`src/rtl/wb_pkg.sv`:
```
// rtl/wb_pkg.sv - shared widths and queue entry type for the register write-back path
package wb_pkg;
    localparam int REG_ADDR_W = 4;
    localparam int REG_DATA_W = 16;

    typedef struct packed {
        logic [REG_ADDR_W-1:0] addr;
        logic [REG_DATA_W-1:0] data;
    } wb_entry_t;
endpackage

```
`src/rtl/wb_dual_push_fifo.sv`:
```
// rtl/wb_dual_push_fifo.sv - in-order queue accepting 0/1/2 pushes and 0/1 pop per cycle
module wb_dual_push_fifo
    import wb_pkg::*;
#(
    parameter int DEPTH = 4,
    localparam int PTR_W = $clog2(DEPTH),
    localparam int CNT_W = PTR_W + 1
) (
    input  logic             clk,
    input  logic             rst,
    input  logic             push0_i,
    input  wb_entry_t        push0_data_i,
    input  logic             push1_i,
    input  wb_entry_t        push1_data_i,
    input  logic             pop_i,
    output logic [CNT_W-1:0] count_o,
    output wb_entry_t        entries_o [DEPTH],
    output logic [DEPTH-1:0] valid_o
);
    wb_entry_t        mem_q [DEPTH];
    logic [PTR_W-1:0] head_q, tail_q;
    logic [CNT_W-1:0] count_q;
    logic [1:0]       n_push;
    logic [PTR_W-1:0] push1_idx;

    assign n_push    = {1'b0, push0_i} + {1'b0, push1_i};
    assign push1_idx = push0_i ? tail_q + PTR_W'(1) : tail_q;
    assign count_o   = count_q;

    always_ff @(posedge clk) begin
        if (rst) begin
            head_q  <= '0;
            tail_q  <= '0;
            count_q <= '0;
        end else begin
            head_q  <= head_q + PTR_W'(pop_i);
            tail_q  <= tail_q + PTR_W'(n_push);
            count_q <= count_q + CNT_W'(n_push) - CNT_W'(pop_i);
        end
    end

    // Storage needs no reset: occupancy is tracked solely by count_q.
    always_ff @(posedge clk) begin
        if (push0_i) mem_q[tail_q]    <= push0_data_i;
        if (push1_i) mem_q[push1_idx] <= push1_data_i;
    end

    // Entries presented oldest-first: index 0 is the head.
    always_comb begin
        for (int k = 0; k < DEPTH; k++) begin
            entries_o[k] = mem_q[head_q + PTR_W'(k)];
            valid_o[k]   = CNT_W'(k) < count_q;
        end
    end
endmodule

```
`src/rtl/reg_writeback_ctrl.sv`:
```
// rtl/reg_writeback_ctrl.sv - buffers ALU/load results, drains to the register file, forwards pending data
module reg_writeback_ctrl
    import wb_pkg::*;
#(
    parameter int DEPTH  = 4,
    parameter int ADDR_W = REG_ADDR_W,
    parameter int DATA_W = REG_DATA_W,
    localparam int CNT_W = $clog2(DEPTH) + 1
) (
    input  logic              clk,
    input  logic              rst,
    input  logic              mem_valid,
    output logic              mem_ready,
    input  logic [ADDR_W-1:0] mem_addr,
    input  logic [DATA_W-1:0] mem_data,
    input  logic              alu_valid,
    output logic              alu_ready,
    input  logic [ADDR_W-1:0] alu_addr,
    input  logic [DATA_W-1:0] alu_data,
    input  logic              wr_hold,
    output logic              RegWrite,
    output logic [ADDR_W-1:0] AddrC,
    output logic [DATA_W-1:0] BusC,
    input  logic [ADDR_W-1:0] AddrA,
    output logic              fwdA_hit,
    output logic [DATA_W-1:0] fwdA_data,
    input  logic [ADDR_W-1:0] AddrB,
    output logic              fwdB_hit,
    output logic [DATA_W-1:0] fwdB_data,
    output logic [CNT_W-1:0]  count
);
    wb_entry_t        entries [DEPTH];
    logic [DEPTH-1:0] valid;
    logic [CNT_W-1:0] count_q;
    logic [CNT_W-1:0] free;
    logic             mem_push, alu_push;

    assign free      = CNT_W'(DEPTH) - count_q;
    assign mem_ready = ~rst & (free != '0);
    assign alu_ready = ~rst & ((free >= CNT_W'(2)) | ((free == CNT_W'(1)) & ~mem_valid));
    assign mem_push  = mem_valid & mem_ready;
    assign alu_push  = alu_valid & alu_ready;
    assign count     = count_q;

    // MEM goes in the first push slot so it is older than a same-edge ALU result.
    wb_dual_push_fifo #(.DEPTH(DEPTH)) u_fifo (
        .clk          (clk),
        .rst          (rst),
        .push0_i      (mem_push),
        .push0_data_i ('{addr: mem_addr, data: mem_data}),
        .push1_i      (alu_push),
        .push1_data_i ('{addr: alu_addr, data: alu_data}),
        .pop_i        (RegWrite),
        .count_o      (count_q),
        .entries_o    (entries),
        .valid_o      (valid)
    );

    assign RegWrite = ~rst & valid[0] & ~wr_hold;
    assign AddrC    = RegWrite ? entries[0].addr : '0;
    assign BusC     = RegWrite ? entries[0].data : '0;

    // Scanning oldest to youngest lets the last match overwrite earlier ones.
    always_comb begin
        fwdA_hit  = 1'b0;
        fwdA_data = '0;
        fwdB_hit  = 1'b0;
        fwdB_data = '0;
        for (int k = 0; k < DEPTH; k++) begin
            if (!rst && valid[k] && entries[k].addr == AddrA) begin
                fwdA_hit  = 1'b1;
                fwdA_data = entries[k].data;
            end
            if (!rst && valid[k] && entries[k].addr == AddrB) begin
                fwdB_hit  = 1'b1;
                fwdB_data = entries[k].data;
            end
        end
    end
endmodule

```
`config.mk`:
```
export PLATFORM = sky130hd
export DESIGN_NAME = reg_writeback_ctrl
export DESIGN_NICKNAME = d
export VERILOG_FILES = /design/src/rtl/wb_pkg.sv /design/src/rtl/wb_dual_push_fifo.sv /design/src/rtl/reg_writeback_ctrl.sv
export SDC_FILE = /design/constraint.sdc
export NUM_CORES = 1
export LEC_CHECK = 0
export CAP_MARGIN = 20
export CORE_MARGIN = 8
export CORE_UTILIZATION = 56
export CTS_BUF_LIST = sky130_fd_sc_hd__clkbuf_8 sky130_fd_sc_hd__clkbuf_16
export CTS_CLUSTER_SIZE = 16
export DETAILED_ROUTE_END_ITERATION = 8
export PLACE_DENSITY_LB_ADDON = 0.25
export SYNTH_ARGS = -nofsm -noshare
export SYNTH_HDL_FRONTEND = slang
export SYNTH_HIERARCHICAL = 1
export SYNTH_SLANG_ARGS = --single-unit
```
`constraint.sdc`:
```
create_clock -name clk -period 4.32 [get_ports clk]
set_input_delay 0.864 -clock clk [delete_from_list [all_inputs] [get_ports clk]]
set_output_delay 0.864 -clock clk [all_outputs]
set_load 0.02 [all_outputs]
```
=== Word-level counts from Yosys, hierarchy flattened ===
Memory sizes are Yosys's and may differ from the RTL's. A register that Yosys moved wholly into a read port is not among the register bits.
Cells that the tools add are included.

* Register bits after elaboration: 7
* Memory bits (writable): 80
* Input port bits: 53
* Output and inout bits: 60
* Logic and storage cells: 77
* Memories: 1

* $add $sub $neg: 10
* Order comparisons: 5
* Equal/unequal tests: 9
* Mux-type cells: 24
* Bitwise gates (word level): 11
* Reduce and logical (&&, ||, !) cells: 14

{| class="wikitable"
|+ Memory list
! name !! words !! width !! read ports !! clocked after memory_dff !! write ports !! RTL line !! text
|-
| u_fifo.mem_q || 4 || 20 || 4 || 1 || 2 || wb_dual_push_fifo.sv:20 || <nowiki>wb_entry_t mem_q [DEPTH];</nowiki>
|}

{| class="wikitable"
|+ Operators with widths
! kind !! count
|-
| 16-bit two-way mux || 9
|-
| 4-bit equality test || 8
|-
| 1-bit logical AND || 12
|-
| 1-bit two-way mux || 12
|-
| 1-bit AND || 7
|-
| 1-bit by 3-bit < comparator with 1-bit output, first input constant || 2
|-
| 2-bit by 3-bit < comparator with 1-bit output, first input constant || 2
|-
| 2-bit by 1-bit adder with 2-bit output, second input constant || 2
|-
| 2-bit adder, second input constant || 2
|-
| 2-bit two-way mux || 2
|-
| 4-bit two-way mux || 1
|-
| 3-bit by 2-bit adder with 3-bit output || 1
|-
| 3-bit by 1-bit equality test with 1-bit output, second input constant || 1
|-
| 3-bit by 2-bit >= comparator with 1-bit output, second input constant || 1
|-
| 1-bit NOT || 3
|-
| 3-bit nonzero test || 1
|-
| 3-bit by 1-bit subtractor with 3-bit output || 1
|-
| 3-bit subtractor, first input constant || 1
|-
| 1-bit by 1-bit adder with 2-bit output || 1
|-
| 2-bit by 1-bit adder with 2-bit output || 1
|-
| 2-bit adder || 1
|-
| 1-bit logical NOT || 1
|-
| 1-bit bitwise OR || 1
|}

=== Depth between registers and ports, before layout ===
* Depth in word-level cells: 9
* Depth in mapped cells: 16
* Gate-level depth less buffers: 16

=== Cells and area by module ===
Netlist, hierarchy kept.

{| class="wikitable"
|+ By module, submodules not included
! module !! instances !! cells each !! area an instance (um2) !! seq. area each (um2)
|-
| wb_dual_push_fifo || 1 || 325 || 5943.2 || 2542.4
|-
| reg_writeback_ctrl || 1 || 260 || 1715.4 || 0.0
|}

=== Worst setup path before layout ===
OpenSTA, ideal clock, no wires.

* Path kind: reg2out
* Start point: register u_fifo.head_q[0]
* End point: output fwdA_data[4]
* Data arrival time: 2.883 ns
* Data required time: 3.456 ns
* Slack: 0.573 ns
* Stages on the path, launching flop included: 11
* Buffers on the path: 4
* Cell sequence: dfxtp_1 buf_2 buf_2 mux4_2 xor2_1 nor3_2 and3_1 buf_2 buf_4 a211oi_1 a221oi_1

{| class="wikitable"
|+ RTL lines
! what !! RTL line !! text
|-
| start, declared || wb_dual_push_fifo.sv:21 || <nowiki>logic [PTR_W-1:0] head_q, tail_q;</nowiki>
|-
| start signal, assigned || wb_dual_push_fifo.sv:36 || <nowiki>head_q <= head_q + PTR_W'(pop_i);</nowiki>
|-
| end, declared || reg_writeback_ctrl.sv:26 || <nowiki>output logic [DATA_W-1:0] fwdA_data,</nowiki>
|}

=== Worst setup path in the final report ===
* Start point: input AddrB[3]
* End point: output fwdB_data[13]

* Longest elaborated chain between the ends: 6
* Elaborated cells between the ends (all ways): 12
* Those cells by class: eq/ne (4); mux (4); reduce/logical (4)

{| class="wikitable"
|+ RTL lines
! what !! RTL line !! text
|-
| start, declared || reg_writeback_ctrl.sv:27 || <nowiki>input logic [ADDR_W-1:0] AddrB,</nowiki>
|-
| 4-bit equality test || reg_writeback_ctrl.sv:74 || <nowiki>if (!rst && valid[k] && entries[k].addr == AddrB) begin</nowiki>
|-
| 1-bit logical AND || reg_writeback_ctrl.sv:74 ||
|-
| 16-bit two-way mux (3 in series) || reg_writeback_ctrl.sv:74 ||
|-
| 16-bit two-way mux (*) || reg_writeback_ctrl.sv:74 ||
|-
| end, declared || reg_writeback_ctrl.sv:29 || <nowiki>output logic [DATA_W-1:0] fwdB_data,</nowiki>
|}

Mark *: on every way between the ends. The rest lies on a longest branch, timed or not.

==> results.md <==
* Post-synth top area share at 0.314
* Syn Nets at 653
* Startpoint Class: primary input
* Root cell of the clock tree: clkbuf_16
* TritonCTS Buffers at 9
* Synthesized area per cell at 13.1 um2
* Initial Util at 0.576
* Max_slew headroom at 0.349
* IO buf count at 112
* Layout area overhead at 21.4%
* Area occupied by multi-input gates at 4710 um2
* CP arrival at 3320 ps
* Outcome: completed
* Synthesis-stage register bit count at 87
* WS Path Type: primary input to output port
* Placed instance count at 861
* Worst endpoint required time at 3460 ps
* FFs w/ async S/R, synth at 0
* Yosys top cell by area: edfxtp_1
* Commonest cells in the synthesized netlist: 80 x edfxtp_1, 80 x mux4_2, 55 x mux2_2
* Hold path start: u_fifo/count_o[2]$_SDFF_PP0_
* Final Setup Violations at 0
* Area of the core at 13300 um2
* Row cnt at 42
* R2R setup slack at 930 ps
* Final HPWL DP at 15900 um
* Fillers at 935
* DR vias/cell at 6.80
* Pre-CTS WS at 4.56 ps
* Design Power at 3.81 mW
* Final WL at 21400 um
* Drt first pass iters at 6
* Leak at 3.20 nW
* Synth warnings at 6
* Final Skew at 7.31 ps
* Final Hold Fails at 0
* Fin Setup TNS at 0 ps
* Boundary Pins at 113
* Worst setup margin at 132 ps
* Worst path cell trace: clkdlybuf4s50_1 > xor2_1 > nor3b_1 > buf_4 > a211oi_4 > buf_12 > nand2_1 > a211oi_1 > clkdlybuf4s50_1
* Fin crit share at 0.969
* Fin cells at 877
* First-pass GRT wire length at 33300 um
* Skew-Pair Late Insertion Delay at 340 ps
* Max Buffers Root-to-Sink at 2
* EDFF count, synth at 80
* Capturing element type of the critical path: output port
* CTS H-tree lvls at 3
* Worst R2R End: u_fifo/count_o[2]$_SDFF_PP0_
* Crit path time final at 4190 ps
* Total Routing Usage GR at 0.240
* Unique masters post-synth at 49
* Final core utilization at 0.699
* # DRC at 0
* Die area at 17700 um2
* Register area at 2550 um2
* Antenna-violating nets left at 0
* Vias at 5965
* Slew Viols, Final at 0
* Met3 wire len at 2560 um
* Grt total ovfl at 0
* Routed met2 length at 9640 um
* Cell count after synthesis at 585
* F_max at 239 MHz
* Worst hold path type: register to register
* Slowest CP cell: clkdlybuf4s50_1
* Hold buffers post-CTS at 0
* Critical Path Sink: fwdB_data[13]
* Sequential share of the synthesized area at 0.332
* Worst Setup SP: AddrB[3]
* Diode count at 0
* Total of max-cap violations at 0
* CP Max Fanout at 16
* Tightest Pin Transition at 977 ps
* CTS tree: yes
* CP max stage delay at 660 ps
* GP Congestion at 0.891
* Initial antenna violation count at 0
* Worst r2r src: u_fifo/count_o[0]$_SDFF_PP0_
* CP dominant cell by count: clkdlybuf4s50_1
* DRT iter0 DRCs at 1014
* Share of layout cells above drive strength 1 at 0.335
* Largest net degree at the start of global routing at 66
* Top sig layer: met4
* Cells on worst reg2reg path at 16
* Top_reg_cell synth: edfxtp_1
* Die width at 133 um
* Synth area leaders: edfxtp_1 31%, mux4_2 24%, mux2_2 8.1%
* CTS Sinks at 87
* CTS clk-pin slew, worst paths at 60 ps
* WL met1 at 8970 um
* Post-synthesis cell area at 7660 um2
* Die height at 133 um
* Vias in the first global route at 5774
* Nets at 764
* Pwr/cell area at 410 nW/um2
* Worst VDD drop at 327 uV
* WL/cell at 24.4 um
* Post-CTS Setup Bufs at 0
[worst min path at each step]
stage | to | slack (ps) | cells past startpoint
3_3_place_gp | u_fifo/count_o[2]$_SDFF_PP0_ | 650 | 2
4_1_cts | u_fifo/count_o[2]$_SDFF_PP0_ | 680 | 2
2_1_floorplan | u_fifo/head_q[0]$_SDFF_PP0_ | 540 | 2
5_1_grt | u_fifo/count_o[2]$_SDFF_PP0_ | 720 | 2
3_5_place_dp | u_fifo/count_o[2]$_SDFF_PP0_ | 670 | 2
6_report | u_fifo/count_o[2]$_SDFF_PP0_ | 680 | 2
[power by group]
part	switching [mW]	leakage (nW)	internal, mW
Combinational	0.898	2.26	0.876
Sequential	0.177	0.790	1.12
Clock	0.301	0.147	0.438
Total	1.38	3.20	2.43
[area by class of cell]
cell class	instances	area share
clock buffers	9	0.0242
clock inverters	7	0.00619
inverters	25	0.0101
multi-input cells	424	0.507
flip-flops and latches	87	0.274
well taps	176	0.0237
repair buffers	149	0.155
[cell families after synthesis]
kind of cell | share of synthesized area
AND/OR/NAND/NOR | 0.0877
multiplexers | 0.363
XOR/XNOR | 0.0423
adder cells (fa/ha/maj) | 0.0255
flip-flops | 0.332
buffers and inverters | 0.0549
AO/OA/AOI/OAI | 0.0949
[flip-flops by register name, summed over array words and instances, names as in the netlist]
| register | flops |
|---|---|
| u_fifo/head_q | 2 |
| u_fifo/mem_q | 80 |
| u_fifo/count_o | 3 |
| u_fifo/tail_q | 2 |
[metal layers]
metal,global-route usage,vias up
li1,-,2557
met1,0.343,2974
met2,0.355,401
met3,0.0598,33
met4,0.0669,0
met5,0,-
[critical path, delay by kind of cell]
family	cells	cell delay, ps
AO/OA/AOI/OAI	2	510
XOR/XNOR	1	180
buffers and inverters	4	1610
AND/OR/NAND/NOR	2	150
[through the flow]
step	hold WS, ps	area, um2
floorplan	542	7660
global placement	645	8980
detailed placement	671	8980
CTS	680	9270
global route	717	9300
finish	676	9300
[cell usage in the layout (no fill, tap or decap), types with 3 or more instances in the layout]
cell type / count
a211oi_1: 18
clkbuf_16: 9
nor3_1: 3
nand2b_1: 3
ha_1: 14
nor2b_1: 4
o21ai_1: 15
mux2_2: 55
nand2_1: 21
nor2_1: 26
nor3_2: 4
buf_4: 34
mux2_4: 20
a221oi_2: 10
mux2_1: 5
clkdlybuf4s50_1: 108
xnor2_1: 24
dfxtp_1: 5
o21ai_0: 15
a21o_1: 3
xor2_1: 13
nand4_1: 3
nand3_1: 20
edfxtp_1: 80
dlymetal6s2s_1: 4
a221oi_1: 21
inv_1: 27
and2_1: 23
mux4_2: 80
[repair_timing]
item | in CTS | in global routing
cloned | 0 | 0
gates resized for setup | 1 | 10
endpoints found under the setup margin | 16 | 27
endpoints found under the hold margin | 0 | 0
(Power assumes the default switching activity.)
